==> src/rtl/fourier_seq_ctrl.sv <==
// fourier_seq_ctrl: frame sequencer for the fourier_srg RNS Fourier datapath.
// Optional BUSY watchdog and ERR state: define FOURIER_SEQ_TIMEOUT_EN.
module fourier_seq_ctrl #(
   parameter int N = 10,
   parameter int W = 32
`ifdef FOURIER_SEQ_TIMEOUT_EN
   ,
   parameter int TIMEOUT = 1024
`endif
) (
   input  logic         clk,
   input  logic         reset,
   input  logic         start,
   input  logic         in_valid,
   output logic         in_ready,
   input  logic [W-1:0] in_data,
   output logic         out_valid,
   input  logic         out_ready,
   output logic [W-1:0] out_re,
   output logic [W-1:0] out_im,
   output logic         out_last,
   output logic         busy,
   output logic         frame_done,
   output logic         error,
   output logic [31:0]  dp_addr,
   output logic [W-1:0] dp_x,
   output logic [1:0]   dp_operation,
   input  logic [W-1:0] dp_y_re,
   input  logic [W-1:0] dp_y_im,
   input  logic         dp_done
);

   localparam int KW = $clog2(N);
   localparam logic [KW-1:0] KMAX = KW'(N - 1);

   localparam logic [1:0] OP_NOP  = 2'b00;
   localparam logic [1:0] OP_LOAD = 2'b01;
   localparam logic [1:0] OP_COMP = 2'b10;
   localparam logic [1:0] OP_READ = 2'b11;

   typedef enum logic [2:0] {
      S_IDLE,
      S_LOAD,
      S_START,
      S_BUSY,
      S_RDCMD,
      S_RDCAP,
      S_OUT,
      S_ERR
   } state_t;

   state_t        state_q;
   logic [KW-1:0] k_q;
   logic          out_valid_q;
   logic [W-1:0]  out_re_q;
   logic [W-1:0]  out_im_q;
   logic          out_last_q;
   logic          busy_q;
   logic          frame_done_q;
   logic [31:0]   dp_addr_q;
   logic [W-1:0]  dp_x_q;
   logic [1:0]    dp_op_q;

`ifdef FOURIER_SEQ_TIMEOUT_EN
   localparam int CW = $clog2(TIMEOUT + 1);
   localparam logic [CW-1:0] CLAST = CW'(TIMEOUT - 1);
   localparam logic [CW-1:0] CTOP  = CW'(TIMEOUT);

   logic [CW-1:0] cnt_q;
   logic          error_q;
   logic          tmo;

   assign tmo   = (cnt_q == CLAST);
   assign error = error_q;

   // watchdog: held at zero outside BUSY, counts BUSY cycles
   always_ff @(posedge clk or negedge reset) begin
      if (!reset) begin
         cnt_q <= '0;
      end else if (state_q != S_BUSY) begin
         cnt_q <= '0;
      end else if (cnt_q != CTOP) begin
         cnt_q <= cnt_q + 1'b1;
      end
   end
`else
   assign error = 1'b0;
`endif

   assign in_ready     = (state_q == S_LOAD);
   assign out_valid    = out_valid_q;
   assign out_re       = out_re_q;
   assign out_im       = out_im_q;
   assign out_last     = out_last_q;
   assign busy         = busy_q;
   assign frame_done   = frame_done_q;
   assign dp_addr      = dp_addr_q;
   assign dp_x         = dp_x_q;
   assign dp_operation = dp_op_q;

   // frame FSM with registered datapath commands and output stream
   always_ff @(posedge clk or negedge reset) begin
      if (!reset) begin
         state_q      <= S_IDLE;
         k_q          <= '0;
         out_valid_q  <= 1'b0;
         out_re_q     <= '0;
         out_im_q     <= '0;
         out_last_q   <= 1'b0;
         busy_q       <= 1'b0;
         frame_done_q <= 1'b0;
         dp_addr_q    <= '0;
         dp_x_q       <= '0;
         dp_op_q      <= OP_NOP;
`ifdef FOURIER_SEQ_TIMEOUT_EN
         error_q      <= 1'b0;
`endif
      end else begin
         frame_done_q <= 1'b0;
         unique case (state_q)
            S_IDLE, S_ERR: begin
               if (start) begin
                  state_q <= S_LOAD;
                  k_q     <= '0;
                  busy_q  <= 1'b1;
`ifdef FOURIER_SEQ_TIMEOUT_EN
                  error_q <= 1'b0;
`endif
               end
            end
            S_LOAD: begin
               dp_op_q <= OP_NOP;
               if (in_valid) begin
                  dp_addr_q <= 32'(k_q);
                  dp_x_q    <= in_data;
                  dp_op_q   <= OP_LOAD;
                  if (k_q == KMAX) begin
                     state_q <= S_START;
                  end else begin
                     k_q <= k_q + 1'b1;
                  end
               end
            end
            S_START: begin
               dp_op_q <= OP_COMP;
               state_q <= S_BUSY;
            end
            S_BUSY: begin
               dp_op_q <= OP_NOP;
               if (dp_done) begin
                  state_q   <= S_RDCMD;
                  k_q       <= '0;
                  dp_addr_q <= '0;
                  dp_op_q   <= OP_READ;
               end
`ifdef FOURIER_SEQ_TIMEOUT_EN
               else if (tmo) begin
                  state_q <= S_ERR;
                  busy_q  <= 1'b0;
                  error_q <= 1'b1;
               end
`endif
            end
            S_RDCMD: begin
               dp_op_q <= OP_NOP;
               state_q <= S_RDCAP;
            end
            S_RDCAP: begin
               out_re_q    <= dp_y_re;
               out_im_q    <= dp_y_im;
               out_last_q  <= (k_q == KMAX);
               out_valid_q <= 1'b1;
               state_q     <= S_OUT;
            end
            S_OUT: begin
               if (out_ready) begin
                  out_valid_q <= 1'b0;
                  if (k_q == KMAX) begin
                     state_q      <= S_IDLE;
                     busy_q       <= 1'b0;
                     frame_done_q <= 1'b1;
                  end else begin
                     k_q       <= k_q + 1'b1;
                     dp_addr_q <= 32'(k_q) + 32'd1;
                     dp_op_q   <= OP_READ;
                     state_q   <= S_RDCMD;
                  end
               end
            end
            default: begin
               state_q <= S_IDLE;
            end
         endcase
      end
   end

endmodule
==> config.mk <==
export PLATFORM = sky130hd
export DESIGN_NAME = fourier_seq_ctrl
export DESIGN_NICKNAME = d
export VERILOG_FILES = /design/src/rtl/fourier_seq_ctrl.sv
export SDC_FILE = /design/constraint.sdc
export NUM_CORES = 1
export LEC_CHECK = 0
export CAP_MARGIN = 20
export CELL_PAD_IN_SITES_DETAIL_PLACEMENT = 1
export CELL_PAD_IN_SITES_GLOBAL_PLACEMENT = 1
export CORE_ASPECT_RATIO = 1.4
export CORE_UTILIZATION = 28
export DETAILED_ROUTE_END_ITERATION = 7
export GPL_TIMING_DRIVEN = 1
export PLACE_DENSITY = 0.73
export SYNTH_ARGS = -nofsm -noshare
export SYNTH_HDL_FRONTEND = slang
export SYNTH_SLANG_ARGS = --single-unit
==> constraint.sdc <==
create_clock -name clk -period 1.6 [get_ports clk]
set_input_delay 0.16 -clock clk [delete_from_list [all_inputs] [get_ports clk]]
set_output_delay 0.16 -clock clk [all_outputs]
set_load 0.01 [all_outputs]
After elaboration in Yosys (flattened, before gate mapping)
Cells that the tools add are included.

Add/sub/neg operators: 2. Multipliers: 0. Div/mod/pow operators: 0. Magnitude comparators: 0. Equal/unequal tests: 15. Shift-type cells: 0. Muxes and demuxes: 32. Bitwise logic cells: 0. Reductions and logical operators: 14.

Operators with widths (count): $mux 32 (4); $pmux 32 s3 (1); $pmux 3 s7 (1); $mux 4 (5); $mux 3 (6); $pmux 4 s4 (1); $reduce_and 5->1 (3); $eq 3x3->1 const B (4); $ne 2x2->1 const B (6); $pmux 2 s5 (1); $mux 1 (8); $eq 3x2->1 const B (2); $mux 2 (3); $add 4x1->5 const B (1); $reduce_bool 5->1 (1); $add 4x1->4 const B (1); $eq 4x4->1 const B (1); $pmux 1 s2 (2); $reduce_and 2->1 (2); $reduce_and 4->1 (1); $reduce_bool 2->1 (2); $reduce_bool 4->1 (1); $eq 3x1->1 const B (1); $logic_not 3->1 (1); 4 further kinds (4).

Register bits after elaboration: 141. Latch bits: 0. RAM bits: 0. ROM bits: 0. Logic and storage cells: 74. Memories kept: 0.

Longest topological paths before layout
Gate-level depths: netlist of run 1.

Depth in word-level cells: 4. Depth in mapped cells: 6. Depth with buffers taken out: 6.

Least setup slack after synthesis of run 1
No wires, ideal clock.

Kind: register to register. Start point: register k_q[1]. End point: register dp_addr_q[1], in the netlist dp_addr[1]. Library setup time: 125 ps. Data arrival time: 1534 ps. Setup slack: -59 ps. Stages on the path, launching flop included: 7. Path buffers: 0. Path through: dfrtp_1 inv_1 ha_1 and3b_1 nor2_1 a32oi_2 mux2_2.

Word-level cells in the longest chain between the ends: 4. Elaborated cells on any way between the ends: 8. Classes of those cells: add/sub (1); eq/ne (2); mux (4); reduce/logical (1).

RTL lines: start, declared (line 53) `logic [KW-1:0] k_q;`; start signal, assigned (line 140) `k_q <= k_q + 1'b1;`; start signal, assigned (line 183) `k_q <= k_q + 1'b1;`; $add 4x1->5 (line 184) `dp_addr_q <= 32'(k_q) + 32'd1;`; $mux 32 (line 178) `if (k_q == KMAX) begin`; $mux 32 (line 176) `if (out_ready) begin`; $pmux 32 s3 (line 120) `unique case (state_q)`; end signal, assigned (line 134) `dp_addr_q <= 32'(k_q);`; end signal, assigned (line 184); end, declared (line 60) `logic [31:0] dp_addr_q;`.

Parallel ways exist; a longest one is shown, timed or not. The select of a mux whose other input is x is not followed. A chain may end at the register's enable or synchronous reset.

Final worst setup path of run 1
Start point: register state_q[1]. End point: register k_q[1].

Word-level cells in the longest chain between the ends: 4. Elaborated cells on any way between the ends: 13. Classes of those cells: eq/ne (8); mux (1); reduce/logical (4).

RTL lines: start, declared (line 52) `state_t state_q;`; start signal, assigned (line 104) `state_q <= S_IDLE;`; start signal, assigned (line 123) `state_q <= S_LOAD;`; start signal, assigned (line 138) `state_q <= S_START;`; $eq 3x3->1 or $logic_not 3->1 (tied branches) (line 120); $reduce_or 2->1 (line 120); $reduce_bool 4->1 (no source line) or $ne 2x2->1 (tied branches); $reduce_and 5->1 (no source line).

Parallel ways exist; a longest one is shown, timed or not.

==> results of run 1 <==
-- placed cells by master, fill, tap and decap left out, drive strengths merged, types with 4 or more instances in the layout --
master / n
nand3: 4
o21ai: 11
nand2: 9
a21o: 4
conb: 28
mux2: 102
nor2: 9
inv: 4
clkinv: 5
clkbuf: 22
dfrtp: 114
buf: 54
clkdlybuf4s50: 207
a21oi: 4
-- power groups by stage --
stage	clock network (mW)	logic, mW	registers, mW
finish	3.88	8.72	5.06
CTS	4.00	8.19	5.03
global route	4.14	9.30	5.23
detailed placement	0	7.68	5.04
global placement	0	7.43	4.93
floorplan	0	2.97	5.60
-- kinds of logic after synthesis --
family,share of synthesized area (%)
other cells,0.0760
xor+xnor,0.177
simple gates,5.30
mux,23.7
compound gates,5.45
flops,57.8
fa+ha+maj,0.507
buf+inv,7.04
-- layer usage --
| layer | GRT usage, % | vias to the layer above |
|---|---|---|
| met4 | 5.79 | 0 |
| met1 | 16.8 | 1937 |
| li1 | - | 1706 |
| met2 | 32.7 | 156 |
| met3 | 4.61 | 18 |
| met5 | 0 | - |
-- per-stage QoR --
step	hold WS, ns	setup TNS, ns
floorplan	-0.136	-0.190
global placement	0.292	-0.536
detailed placement	0.309	-1.73
CTS	0.331	-1.49
global route	0.348	-6.00
finish	0.368	-1.41
-- sequential cells by signal, indices dropped and copies added, names as in the netlist --
register      cells
out_re           32
out_valid         1
dp_x             32
frame_done        1
k_q               4
dp_addr           5
out_im           32
state_q           3
busy              1
dp_operation      2
out_last          1
-- path summary, 6_finish.rpt --
check                                       start                     end  slack (ns)  cells after the start
min reg2reg                  out_last$_DFFE_PN0P_    out_last$_DFFE_PN0P_        0.49                      2
max in group asynchronous                   reset  state_q[1]$_DFFE_PN0P_        0.69                      3
min                                   dp_y_re[23]  out_re[23]$_DFFE_PN0P_        0.37                      2
max                        state_q[1]$_DFFE_PN0P_      k_q[1]$_DFFE_PN0P_       -0.09                      5
max reg2reg                state_q[1]$_DFFE_PN0P_      k_q[1]$_DFFE_PN0P_       -0.09                      5
min in group asynchronous                   reset  out_im[26]$_DFFE_PN0P_        0.39                      3
-- layout make-up --
class / instances / area share [%]
Multi-Input combinational cell: 212 / 24.1
Timing Repair Buffer: 265 / 31.4
Tap cell: 236 / 3.48
Clock buffer: 19 / 5.34
Clock inverter: 12 / 1.86
Inverter: 3 / 0.133
Sequential cell: 114 / 33.7
-- repair_timing --
action | CTS | global route
hold buffers | 1 | 0
endpoints found under the setup margin | 41 | 48
resized for setup | 34 | 36
hold endpoints to repair | 114 | 0
cloned | 1 | 3
buffers inserted | 7 | 8
pin swaps | 3 | 11
==> metrics list, run 1 <==
- Power comes to roughly 18 mW.
* Register bit total from synthesis: 114
- TritonCTS clock tree: done
* Final Net Count: 717
- Filler cell count in the final layout: approximately 1.8k
- Unrepaired setup endpoints after global routing: true
- Fraction of the cycle the final worst path needs: 106%
- Crit path buffers/inverters: 1
- After routing the design area is 8480 um2.
- DRT Wirelength: approximately 15,000 um
- The run finished, with violations left.
- The first global-routing pass estimated between 20,000 and 25,000 um of wire.
* Amount of wire on met2 after detailed routing: 8620 um
- The post-route netlist has 33.9% of its cells at a drive strength greater than 1.
* Arrival time of data at the critical path endpoint: just under 2 ns
- The detailed router placed 3,817 vias in this run.
- CTS placed an instance of clkbuf_16 at the clock tree root.
- Violations in the final reports: setup timing
- Number of antenna diodes: 0
- Initial core utilization: 28.5%
- Post-synth top area share: 57.8%
* Vias per std cell: 4.43
- Total clock buffers created by CTS: 17
* Detailed Place HPWL: 10,300 um
* Category of the worst setup path launch point: flop
- The worst pin sits at a relative slew slack of 58.0%.
- Die footprint: about 18,000 um2
- Most used standard cells in the synthesized netlist: 114 x dfrtp_1, 70 x mux2_2, 35 x buf_4
- The worst setup path is of the flop to flop kind.
- The initial antenna violation count came to 0.
- Combined area of the multi-input logic cells: 2050 um2
* Number of warnings printed during yosys synthesis: 0
* Final setup vio count: 43
* Post-Syn Area: a little under 5000 um2
- The region available for standard cell placement spans 17,300 um2.
- Final-report max-slew violation count: 0
- Net switching share of the total power: 30.8%
* Utilization after layout: 49.0%
* Maximum vdd drop: 0.000666 V
- Fin cells: about 860
- Detailed-routing iteration count for the pre-antenna-repair pass: 4
- Input/output buffers: 209
- Among all flip-flop cells after synthesis, the most frequent one is dfrtp_1.
- Across the run, the number of max-cap violations was 0.
* Num ports: 238
* Number of flops mapped to enable cells by yosys: 0
* Avg Inst Size Synth: 14.2 um2
- Top delay family on crit path: simple AND/OR/NAND/NOR gates
- Remaining global-route overflow: 0
* DRC violation count after routing: 0
- Cell type with the highest aggregate area in the netlist: dfrtp_1
- Number of placement rows: 57
- The smallest clock period supported by the final layout is computed as 1.69 ns.
* Power per unit of standard cell area: roughly 2100 nW/um2
- Once detail routing completed, the nets flagged for antenna violations numbered 0.
* Critical Path Sink Type: flop
- Entering global routing, the biggest net connects 115 pins.
- Sorting the synthesized cells by area gives the leading types as dfrtp_1 58%, mux2_2 16%, mux2_1 7.3%.
- Worst Skew: 0.00883 ns
- The number of different library cells used by synthesis comes to 44.
* Clock transition at the register clock pins on the worst setup and hold paths after CTS: 0.06 ns
* Length of routed wiring on met1: between 5000 and 6000 um
* Number of instances in the placed design: 810
- The final hold violation count came to 0.
* Library cell with the highest instance count after synthesis: dfrtp_1
- Skew-Pair Late Insertion Delay: 0.40 ns
- Final setup margin: -0.0942 ns
- Synth async-reset ratio: 100%
* Number of sinks handled by clock tree synthesis: 114
- The via count of the first global-routing pass came to 4,259.
* Relative contribution of sequential cells to total power: 28.7%
* Post-placement setup slack: -0.125 ns
- Relative to the synthesized area, the layout overhead comes to 71.8%.
* Routability congestion estimate: between 0.8 and 0.9
- After detailed routing, the met3 layer carries 752 um of wire.
- In this run the worst path has a maximum fanout of 5.
- Global routing used between 10% and 20% of the available tracks.
- Internal power comes to about 12 mW.
* Timing-limited maximum frequency: 0.590 GHz
- Crit path cell chain: buf_6 -> nor4bb_4 -> o211ai_1 -> nand3_2 -> mux2_4
- In this design, the stage delay of the slowest critical-path cell is 0.44 ns.
* Slowest stage cell on the critical path: dfrtp_2
* Die span in x: 114 um
- The min-delay analysis places its worst path in the category input port to flop.
- Count of mapped cells out of synthesis: approximately 350
* Share of power burned in combinational logic: ~50%
- Placed Instance Area: 7410 um2
* Slew at the pin with the worst max-slew slack: 0.630 ns
* Seq. cell area: 2860 um2
* Required arrival time at the worst endpoint: roughly 1.9 ns
- Net switching component of the power: 5.44 mW
* Number of design-rule violations left by the first detailed-router iteration: between 100 and 150
- In this run the number of H-tree levels came out at 4.
- The clock passes through at most 2 buffers.
- Static Leakage: 3.68 nW
* Top routing layer in use: met4
* DIE HEIGHT: about 160 um
* WL/cell: between 15 and 20 um
- The share of the Yosys chip area taken by registers is approximately 58%.
- Of the total power, the clock network draws 22.0%.
No activity file was read; power rests on OpenSTA's default activity.
==> run 2: changes to the inputs <==
--- a/config.mk
+++ b/config.mk
@@ -9,6 +9,7 @@
 export CELL_PAD_IN_SITES_DETAIL_PLACEMENT = 1
 export CELL_PAD_IN_SITES_GLOBAL_PLACEMENT = 1
 export CORE_ASPECT_RATIO = 1.4
+export CORE_MARGIN = 2
 export CORE_UTILIZATION = 28
 export DETAILED_ROUTE_END_ITERATION = 7
 export GPL_TIMING_DRIVEN = 1
==> metrics list, run 2 (same netlist as run 1, synthesis figures left out) <==
- Result of the run: finished with violations
- Violations in the final reports: setup timing
- Measured in cells, the most critical reg-to-reg path has a length of 6.
- Initial antenna violation count: 0
* Number of placement rows: 57
- From synthesis to final layout, the design area changed by 72.2%.
* Post-placement setup slack: -0.123 ns
* Fraction of the cycle the final worst path needs: 105%
* Worst-case register-to-register setup slack: -0.08 ns
- Number of antenna diodes: 0
* Detailed Place HPWL: between 10,000 and 15,000 um
- Utilization after layout: just under 50%
* Number of sinks handled by clock tree synthesis: between 100 and 150
- Root cell of the clock tree: clkbuf_16
* FF-to-FF End: k_q[0]$_DFFE_PN0P_
* Delay contributed by the slowest stage of the critical path: about 0.4 ns
- Entering global routing, the biggest net connects between 40 and 50 pins.
* Relative contribution of the clock network to total power: a little over a fifth
* Net switching share of the total power: 31.2%
- The final layout contains routed wiring with a total length of ~16,000 um.
- TritonCTS built the clock tree.
- Clock-pin slew was measured on the worst setup and hold paths at 0.06 ns.
- Critical Path Sink Type: flop
- Arrival time of data at the critical path endpoint: 1.97 ns
- On the final layout, the worst clock skew is 0.00776 ns.
- At the later pin of the worst-skew pair, clock insertion delay measures 0.41 ns.
- Worst hold-check path type: input port to async pin
* Vias per std cell: 4.45
- Detailed-routing iteration count for the pre-antenna-repair pass: 4
- Net switching component of the power: between 5 and 6 mW
- Timing-limited maximum frequency: 0.597 GHz
- WL/cell: 18.7 um
- For this run, the post-layout net count is 710.
- Number of global-route vias before repair: ~4.2k
- Launch point of the worst reg-to-reg path: state_q[1]$_DFFE_PN0P_
- Across the run, the number of max-cap violations was 0.
* Required arrival time at the worst endpoint: 1.89 ns
- TritonCTS created 17 clock buffers.
- Global-route wire length before repair: 22,500 um
- In this run the worst path has a maximum fanout of 5.
- Per report_power, the sequential group accounts for 28.3% of the total.
- After global routing the overflow that remains totals 0.
- Leading cell type in the layout, fill and taps excluded: clkdlybuf4s50_1
* Input/output buffers: between 200 and 250
- Die span in x: about 120 um
* Via Count: around 3.8k
- Final total negative setup slack: -0.545 ns
* Category of the worst setup path launch point: flop
* Initial core utilization: 28.5%
* Ratio of cells with drive above 1 in the final layout: 31.5%
- Total GRT Usage: 16.0%
- DRC violation count after routing: 0
- Crit path cell chain: buf_6 -> buf_6 -> nor4bb_4 -> o211ai_1 -> nand3_2 -> mux2_4
* Clock H-tree levels: 4
- Final setup margin: -0.0755 ns
- Setup repair after global routing could not meet its margin everywhere.
* Core region area: 17,300 um2
- Internal cell power: 12.3 mW
- Power per unit of standard cell area: 2100 nW/um2
- Counting along the longest clock path gives a buffer depth of 2.
* Final hold violation count: 0
- Static Leakage: around 3.7 nW
- Per report_power, the combinational group accounts for 49.8% of the total.
- Most numerous cell on the critical path: buf_6
- Num ports: 238
- Subtracting the final worst setup slack from the clock period gives between 1.5 and 2 ns.
- Slowest stage cell on the critical path: dfrtp_1
- From bottom edge to top edge, the die measures between 150 and 200 um.
- VDD sags by at most 0.000751 V.
- Post-route ant nets: 0
- Final-report max-slew violation count: 0
- Filler cell count in the final layout: 1,797
- Final setup vio count: 23
- Routability congestion estimate: 0.816
- In this run, the number of DRC markers left after iteration 0 of detailed routing was a little under 100.
- The die covers 18,700 um2.
* Most used cells in the layout excluding fill and tap cells: 207 x clkdlybuf4s50_1, 113 x dfrtp_1, 51 x mux2_2, 41 x mux2_4
- The worst setup path is of the flop to flop kind.
## run 2: changes by cell type in the layout (fill, tap and decap cells not counted), moves of 2 or more
cell    change
inv_6       +2
mux2_4      +3
mux2_1     +10
buf_12      +3
buf_4      -12
mux2_2     -13
## run 2: power by group through the flow
| stage | registers (mW) | logic [mW] | clock network, mW |
|---|---|---|---|
| final | 5.06 | 8.90 | 3.92 |
| after global routing | 5.24 | 9.47 | 4.18 |
| after CTS | 5.03 | 7.96 | 4.05 |
| after detailed placement | 5.08 | 7.57 | 0 |
| after global placement | 4.95 | 7.35 | 0 |
| after floorplan | 5.60 | 2.97 | 0 |
## run 2: how the worst max path moves through the flow
stage | start | end | slack (ns) | depth (start not counted)
after CTS | k_q[1]$_DFFE_PN0P_ | k_q[0]$_DFFE_PN0P_ | -0.09 | 6
after global placement | dp_done | dp_addr[1]$_DFFE_PN0P_ | -0.09 | 5
after detailed placement | in_valid | k_q[0]$_DFFE_PN0P_ | -0.12 | 5
after global routing | state_q[1]$_DFFE_PN0P_ | k_q[0]$_DFFE_PN0P_ | -0.13 | 6
after floorplan | k_q[1]$_DFFE_PN0P_ | k_q[0]$_DFFE_PN0P_ | -0.05 | 6
final | state_q[1]$_DFFE_PN0P_ | k_q[0]$_DFFE_PN0P_ | -0.08 | 6
## run 2: layer usage
layer | track usage, % | vias to the layer above | share of wire (%)
met5 | 0 | - | 0
met3 | 5.70 | 21 | 7.6
li1 | - | 1696 | -
met1 | 15.1 | 1926 | 34
met2 | 31.1 | 162 | 56
met4 | 5.14 | 0 | 1.7
## run 2: repair_timing
action                     in CTS  in global routing
cloned                          1                  7
hold buffers                    1                  0
pin swaps                       6                  6
setup buffers                   4                  5
resized for setup              25                 49
setup endpoints to repair      78                 88
hold endpoints to repair       29                  0
## run 2: cell type report
type	count	area [um2]	area share, %
multi-input combinational	212	2050	24.2
inverter	3	11.3	0.132
sequential	114	2850	33.6
tap	236	295	3.47
clock inverter	14	179	2.10
timing repair buffer	258	2670	31.4
clock buffer	18	439	5.17
## run 2: metrics by stage
stage / std cells / hold WS (ns) / instance area [um2] / total power [mW]
after global routing: 855 / 0.288 / 8500 / 18.9
after floorplan: 374 / -0.136 / 5040 / 8.57
after detailed placement: 805 / 0.162 / 7390 / 12.6
after CTS: 843 / 0.263 / 8140 / 17.0
final: 855 / 0.265 / 8500 / 17.9
after global placement: 805 / 0.147 / 7390 / 12.3
## run 2: worst max-delay path: cells and delay by family, from the launching register on
family          cells  cell delay, ns
flops               1            0.40
compound gates      1            0.16
buf+inv             2            0.25
simple gates        2            0.43
mux                 1            0.31
